<file path="config.mk">
export PLATFORM = sky130hd
export DESIGN_NAME = fetch_controller_flat
export DESIGN_NICKNAME = d
export VERILOG_FILES = /design/src/rtl/fetch_controller_pkg.sv /design/src/rtl/fetch_controller_if.sv /design/src/rtl/fetch_controller_ifid_reg.sv /design/src/rtl/fetch_controller.sv /design/src/flat_wrapper.sv
export SDC_FILE = /design/constraint.sdc
export NUM_CORES = 1
export LEC_CHECK = 0
export BUFFER_PORTS_ARGS = -buffer_cell sky130_fd_sc_hd__buf_2
export CAP_MARGIN = 40
export CORE_MARGIN = 5
export CORE_UTILIZATION = 33
export CTS_CLUSTER_SIZE = 14
export DETAILED_ROUTE_END_ITERATION = 8
export SYNTH_ARGS = -nofsm -noshare
export SYNTH_HDL_FRONTEND = slang
export SYNTH_HIERARCHICAL = 1
export SYNTH_SLANG_ARGS = --single-unit
</file>
<file path="constraint.sdc">
create_clock -name clk -period 4.1 [get_ports clk]
set_input_delay 0.82 -clock clk [delete_from_list [all_inputs] [get_ports clk]]
set_output_delay 0.82 -clock clk [all_outputs]
set_load 0.05 [all_outputs]
</file>
<file path="src/rtl/fetch_controller_pkg.sv">
// rtl/fetch_controller_pkg.sv - shared types, defaults and address legality helper for the IF stage
package fetch_pkg;

    typedef enum logic [1:0] {
        BOOT   = 2'd0,
        RUN    = 2'd1,
        HALTED = 2'd2,
        FAULT  = 2'd3
    } fetch_state_t;

    localparam int ADDR_W_DEF  = 32;
    localparam int INSTR_W_DEF = 32;

    // Widened to 64 bits so the IMEM_WORDS*4 limit can never overflow the compare.
    function automatic logic addr_legal(input logic [63:0] addr, input int unsigned imem_words);
        logic [63:0] lim;
        lim = 64'(imem_words) << 2;
        return (addr[1:0] == 2'b00) && (addr < lim);
    endfunction

endpackage

</file>
<file path="src/rtl/fetch_controller_if.sv">
// rtl/fetch_controller_if.sv - imem, hazard/redirect and IF/ID signal bundle of the fetch stage
interface fetch_controller_if #(
    parameter int ADDR_W  = 32,
    parameter int INSTR_W = 32
) ();

    logic [ADDR_W-1:0]  imem_addr;
    logic [INSTR_W-1:0] imem_instr;
    logic               stall;
    logic               redirect_ex;
    logic [ADDR_W-1:0]  redirect_ex_tgt;
    logic               redirect_id;
    logic [ADDR_W-1:0]  redirect_id_tgt;
    logic               halt_req;
    logic [INSTR_W-1:0] ifid_instr;
    logic [ADDR_W-1:0]  ifid_pc;
    logic [ADDR_W-1:0]  ifid_pc_plus4;
    logic               ifid_valid;
    logic               halted;
    logic               fetch_fault;

    modport master (
        output imem_addr,
        input  imem_instr,
        input  stall,
        input  redirect_ex,
        input  redirect_ex_tgt,
        input  redirect_id,
        input  redirect_id_tgt,
        input  halt_req,
        output ifid_instr,
        output ifid_pc,
        output ifid_pc_plus4,
        output ifid_valid,
        output halted,
        output fetch_fault
    );

    modport slave (
        input  imem_addr,
        output imem_instr,
        output stall,
        output redirect_ex,
        output redirect_ex_tgt,
        output redirect_id,
        output redirect_id_tgt,
        output halt_req,
        input  ifid_instr,
        input  ifid_pc,
        input  ifid_pc_plus4,
        input  ifid_valid,
        input  halted,
        input  fetch_fault
    );

endinterface

</file>
<file path="src/rtl/fetch_controller_ifid_reg.sv">
// rtl/fetch_controller_ifid_reg.sv - IF/ID pipeline register with load/hold/kill controls
module ifid_reg #(
    parameter int ADDR_W  = 32,
    parameter int INSTR_W = 32
) (
    input  logic               clk,
    input  logic               reset,
    input  logic               load,
    input  logic               kill,
    input  logic [INSTR_W-1:0] instr_d,
    input  logic [ADDR_W-1:0]  pc_d,
    input  logic [ADDR_W-1:0]  pc_plus4_d,
    output logic [INSTR_W-1:0] instr_q,
    output logic [ADDR_W-1:0]  pc_q,
    output logic [ADDR_W-1:0]  pc_plus4_q,
    output logic               valid_q
);

    // Kill only clears valid; payload holds its last values for debug visibility.
    always_ff @(posedge clk or posedge reset) begin
        if (reset) begin
            instr_q    <= '0;
            pc_q       <= '0;
            pc_plus4_q <= '0;
            valid_q    <= 1'b0;
        end else if (kill) begin
            valid_q    <= 1'b0;
        end else if (load) begin
            instr_q    <= instr_d;
            pc_q       <= pc_d;
            pc_plus4_q <= pc_plus4_d;
            valid_q    <= 1'b1;
        end
    end

endmodule

</file>
<file path="src/rtl/fetch_controller.sv">
// rtl/fetch_controller.sv - IF-stage sequencer: pc register, fetch FSM, next-pc mux and legality checks
module fetch_controller
    import fetch_pkg::*;
#(
    parameter int              ADDR_W     = ADDR_W_DEF,
    parameter int              INSTR_W    = INSTR_W_DEF,
    parameter int unsigned     IMEM_WORDS = 64,
    parameter logic [ADDR_W-1:0] RESET_PC = '0
) (
    input  logic          clk,
    input  logic          reset,
    fetch_controller_if.master fif
);

    fetch_state_t      state_q, state_d;
    logic [ADDR_W-1:0] pc_q, pc_d;
    logic              eom_q, eom_d;
    logic              ifid_load, ifid_kill;
    logic [ADDR_W-1:0] pc_plus4;

    assign pc_plus4      = pc_q + ADDR_W'(4);
    assign fif.imem_addr = pc_q;
    assign fif.halted      = (state_q == HALTED);
    assign fif.fetch_fault = (state_q == FAULT);

    always_ff @(posedge clk or posedge reset) begin
        if (reset) begin
            state_q <= BOOT;
            pc_q    <= RESET_PC;
            eom_q   <= 1'b0;
        end else begin
            state_q <= state_d;
            pc_q    <= pc_d;
            eom_q   <= eom_d;
        end
    end

    // eom_q marks that the last legal word has been loaded and pc is parked on it;
    // the fault is raised on the following cycle so that word leaves IF/ID valid.
    always_comb begin
        state_d   = state_q;
        pc_d      = pc_q;
        eom_d     = eom_q;
        ifid_load = 1'b0;
        ifid_kill = 1'b0;
        unique case (state_q)
            BOOT: state_d = RUN;
            RUN: begin
                if (fif.redirect_ex) begin
                    ifid_kill = 1'b1;
                    eom_d     = 1'b0;
                    if (addr_legal(64'(fif.redirect_ex_tgt), IMEM_WORDS)) pc_d = fif.redirect_ex_tgt;
                    else                                                  state_d = FAULT;
                end else if (fif.redirect_id) begin
                    ifid_kill = 1'b1;
                    eom_d     = 1'b0;
                    if (addr_legal(64'(fif.redirect_id_tgt), IMEM_WORDS)) pc_d = fif.redirect_id_tgt;
                    else                                                  state_d = FAULT;
                end else if (fif.stall) begin
                    state_d = RUN;
                end else if (eom_q) begin
                    ifid_kill = 1'b1;
                    state_d   = FAULT;
                end else if (fif.halt_req) begin
                    ifid_kill = 1'b1;
                    state_d   = HALTED;
                end else begin
                    ifid_load = 1'b1;
                    if (addr_legal(64'(pc_plus4), IMEM_WORDS)) pc_d  = pc_plus4;
                    else                                       eom_d = 1'b1;
                end
            end
            HALTED:  state_d = HALTED;
            FAULT:   state_d = FAULT;
            default: state_d = FAULT;
        endcase
    end

    ifid_reg #(
        .ADDR_W (ADDR_W),
        .INSTR_W(INSTR_W)
    ) u_ifid (
        .clk       (clk),
        .reset     (reset),
        .load      (ifid_load),
        .kill      (ifid_kill),
        .instr_d   (fif.imem_instr),
        .pc_d      (pc_q),
        .pc_plus4_d(pc_plus4),
        .instr_q   (fif.ifid_instr),
        .pc_q      (fif.ifid_pc),
        .pc_plus4_q(fif.ifid_pc_plus4),
        .valid_q   (fif.ifid_valid)
    );

endmodule

</file>
<file path="src/flat_wrapper.sv">
// flat-port wrapper written by rule: the top's interface ports become plain ports
module fetch_controller_flat import fetch_pkg::*;
#(
    parameter int              ADDR_W     = ADDR_W_DEF,
    parameter int              INSTR_W    = INSTR_W_DEF,
    parameter int unsigned     IMEM_WORDS = 64,
    parameter logic [ADDR_W-1:0] RESET_PC = '0
)
  (clk, reset, fif_imem_addr, fif_imem_instr, fif_stall, fif_redirect_ex, fif_redirect_ex_tgt, fif_redirect_id, fif_redirect_id_tgt, fif_halt_req, fif_ifid_instr, fif_ifid_pc, fif_ifid_pc_plus4, fif_ifid_valid, fif_halted, fif_fetch_fault);
  fetch_controller_if #(.ADDR_W(ADDR_W), .INSTR_W(INSTR_W)) fif_i ();
  input  logic clk;
  input  logic reset;
  output wire logic [$bits(fif_i.imem_addr)-1:0] fif_imem_addr;
  input wire logic [$bits(fif_i.imem_instr)-1:0] fif_imem_instr;
  input wire logic [$bits(fif_i.stall)-1:0] fif_stall;
  input wire logic [$bits(fif_i.redirect_ex)-1:0] fif_redirect_ex;
  input wire logic [$bits(fif_i.redirect_ex_tgt)-1:0] fif_redirect_ex_tgt;
  input wire logic [$bits(fif_i.redirect_id)-1:0] fif_redirect_id;
  input wire logic [$bits(fif_i.redirect_id_tgt)-1:0] fif_redirect_id_tgt;
  input wire logic [$bits(fif_i.halt_req)-1:0] fif_halt_req;
  output wire logic [$bits(fif_i.ifid_instr)-1:0] fif_ifid_instr;
  output wire logic [$bits(fif_i.ifid_pc)-1:0] fif_ifid_pc;
  output wire logic [$bits(fif_i.ifid_pc_plus4)-1:0] fif_ifid_pc_plus4;
  output wire logic [$bits(fif_i.ifid_valid)-1:0] fif_ifid_valid;
  output wire logic [$bits(fif_i.halted)-1:0] fif_halted;
  output wire logic [$bits(fif_i.fetch_fault)-1:0] fif_fetch_fault;
  assign fif_imem_addr = fif_i.imem_addr;
  assign fif_i.imem_instr = fif_imem_instr;
  assign fif_i.stall = fif_stall;
  assign fif_i.redirect_ex = fif_redirect_ex;
  assign fif_i.redirect_ex_tgt = fif_redirect_ex_tgt;
  assign fif_i.redirect_id = fif_redirect_id;
  assign fif_i.redirect_id_tgt = fif_redirect_id_tgt;
  assign fif_i.halt_req = fif_halt_req;
  assign fif_ifid_instr = fif_i.ifid_instr;
  assign fif_ifid_pc = fif_i.ifid_pc;
  assign fif_ifid_pc_plus4 = fif_i.ifid_pc_plus4;
  assign fif_ifid_valid = fif_i.ifid_valid;
  assign fif_halted = fif_i.halted;
  assign fif_fetch_fault = fif_i.fetch_fault;
  fetch_controller #(.ADDR_W(ADDR_W), .INSTR_W(INSTR_W), .IMEM_WORDS(IMEM_WORDS), .RESET_PC(RESET_PC)) u_core (.clk(clk), .reset(reset), .fif(fif_i));
endmodule
</file>
==> metrics <==
status=complete, no violations; Worst Clk Skew=0.008440 ns; routed len/inst=17.38 um; Top Ports=233; Die W=147.5 um; Final setup viols=0; Core Box Area=18640 sq um; Worst-path clk slew=0.06 ns; critical path arrival=3.68 ns; H-Tree Depth=4; VDD IR-drop max=294.0 uV; ys flop type=dfrtp_1; final worst path period need=3.376 ns; # port buffers=232; average size of a mapped cell=12.86 sq um; DRC viols=0; Crit Path Max Fanout=17; Sw Share=23.48%; period utilization=82.34%; Yosys reg bits=132; initial antenna violation count=0; EDFF count, synth=0; vias in the first global route=4897; Slew Limit Fails=0; RSZ-0062 raised after global routing=false; max cap viols=0; Synth cell types=48; largest net degree at the start of global routing=60; WP data required=4.40 ns; cell-internal power=2273 uW; total track usage=15.88%; P per Cell Area=364.3 nW/um^2; clk root buf=clkbuf_16; CTS Hold Bufs=0; initial drt markers=188; Via density=4.758; CP max stage cell=dfrtp_1; TritonCTS clock tree=done; net count after synthesis=588; static leakage=0.004374 uW; maximum clock frequency=296.2 MHz; Buf/Inv on CP=1; FP Rows=50; Final Hold Fails=0; Setup Buffers After CTS=0; die area=21750 sq um; synth warn=6; cts repair resizes=0; GP Congestion=0.8332; Setup CP Type=reg2reg; clk_lat worst skew=0.42 ns; Clk pwr share=50.6%; CP Capture Type=register; CP peak stage delay=0.45 ns; ys async rst share=100.0%; most frequent cells after synthesis=dfrtp_1, mux2_2, mux2_4; Area after DPL=7576 sq um; antenna cells=0; Cell Area, Synth=6237 sq um; delay-heaviest family, CP=simple AND/OR/NAND/NOR gates; share of cells above drive strength 1=51.85%; Comb pwr share=5.1%; first-pass GRT wire length=27.10 mm; HP Class=reg2reg; count leader, synth=dfrtp_1; switching power=697.6 uW; drt total wl=16.74 mm; Seq pwr share=44.4%; Overflow after GRT=0; Pre-Repair DR Iteration Count=4; register area share after synthesis=52.96%; Die Span Y=147.5 um; Longest Clk Path Bufs=2; Final ANT Viol Nets=0; Design Area, Final=8155 sq um; HPWL after DPL=12.79 mm; Sink Count=132; Min Hold Slack=0.4990 ns; relative slew slack=46.83%; Area Overhead vs Synth=30.75%; Post-Synthesis Cells=485; via count=4582; Setup Total Neg Slack=0 ns; Initial Utilization=33.46%; Cell Chain, Critical Path=ha_1 -> and4_1 -> nand2b_1 -> or4_1 -> or4b_1 -> a211oi_1 -> nand4_1 -> o21ba_1 -> buf_8 -> mux2_4; crit path launch type=register; TritonCTS Buffers=17; leading area contributor after synthesis=dfrtp_1; top area cells in the synthesized netlist=dfrtp_1, mux2_4, mux2_2; count of nets after finishing=819; worst-margin pin slew=0.7976 ns; Synth top area share=52.96%
-- per-stage QoR --
stage / worst slack [ns] / power [uW] / utilization (%) / instances
floorplan: 0.7463 / 1415 / - / 485
global placement: 0.7250 / 1493 / 40.48 / 929
detailed placement: 0.7511 / 1496 / 40.64 / 931
CTS: 0.7256 / 3025 / 43.75 / 963
global route: 0.5073 / 3103 / 43.75 / 963
finish: 0.7242 / 2971 / 43.75 / 963
-- metal layers --
| layer | wire, um | vias up | GRT usage, % |
|---|---|---|---|
| met4 | 211 | 0 | 5.033 |
| met2 | 8312 | 160 | 26.61 |
| met5 | 0 | - | 0 |
| met3 | 1006 | 16 | 4.476 |
| li1 | - | 2185 | - |
| met1 | 7208 | 2221 | 19.95 |
-- layout make-up --
type | instances | area [sq um]
clock buffers | 18 | 429.2
clock inverters | 14 | 150.1
fillers | 1835 | 10490
inverters | 10 | 40.04
multi-input cells | 314 | 2671
flip-flops and latches | 132 | 3303
well taps | 234 | 292.8
repair buffers | 241 | 1269
-- power by group through the flow --
stage	registers [uW]	clock network (uW)	logic, uW
after detailed placement	1340	0	155
after floorplan	1370	0	46.8
after global placement	1340	0	151
after global routing	1320	1620	168
after CTS	1320	1550	155
final	1320	1500	150
-- cells in the final DEF, fill, tap and decap left out, types with 15 or more instances in the layout --
| cell | instances |
|---|---|
| nand3_1 | 15 |
| xnor2_1 | 22 |
| nor2_1 | 22 |
| nand2_1 | 17 |
| clkbuf_16 | 17 |
| dfrtp_1 | 132 |
| buf_2 | 232 |
| mux2_2 | 56 |
| and2_1 | 27 |
| mux2_4 | 45 |
-- sequential cells by signal, indices dropped and copies added, names as in the netlist --
signal	cells
u_core/fif.imem_addr	32
u_core/u_ifid/instr_q	32
u_core/u_ifid/valid_q	1
u_core/state_q	2
u_core/u_ifid/pc_q	32
u_core/u_ifid/pc_plus4_q	32
u_core/eom_q	1
-- cells by family (layout without fill, tap and decap cells) --
group / after synthesis / in the layout / share of synthesized area [%]
simple gates: 145 / 145 / 13.26
flops: 132 / 132 / 52.96
mux: 107 / 107 / 21.91
buf+inv: 39 / 283 / 4.213
xor+xnor: 32 / 32 / 4.493
compound gates: 29 / 29 / 2.969
fa+ha+maj: 1 / 1 / 0.2006
-- worst paths after layout --
kind / from / end / slack [ns] / depth (start not counted)
setup reg to reg: u_core/fif.imem_addr[2]$_DFFE_PP0P_ / u_core/fif.imem_addr[4]$_DFFE_PP0P_ / 0.72 / 10
max in group asynchronous: reset / u_core/u_ifid/instr_q[6]$_DFFE_PP0P_ / 2.85 / 3
hold / removal: u_core/u_ifid/pc_plus4_q[28]$_DFFE_PP0P_ / u_core/u_ifid/pc_plus4_q[28]$_DFFE_PP0P_ / 0.50 / 1
min in group asynchronous: reset / u_core/state_q[1]$_DFFE_PP0P_ / 0.54 / 2
setup / recovery: u_core/fif.imem_addr[2]$_DFFE_PP0P_ / u_core/fif.imem_addr[4]$_DFFE_PP0P_ / 0.72 / 10
hold reg to reg: u_core/u_ifid/pc_plus4_q[28]$_DFFE_PP0P_ / u_core/u_ifid/pc_plus4_q[28]$_DFFE_PP0P_ / 0.50 / 1
No activity file was read; power rests on OpenSTA's default activity.
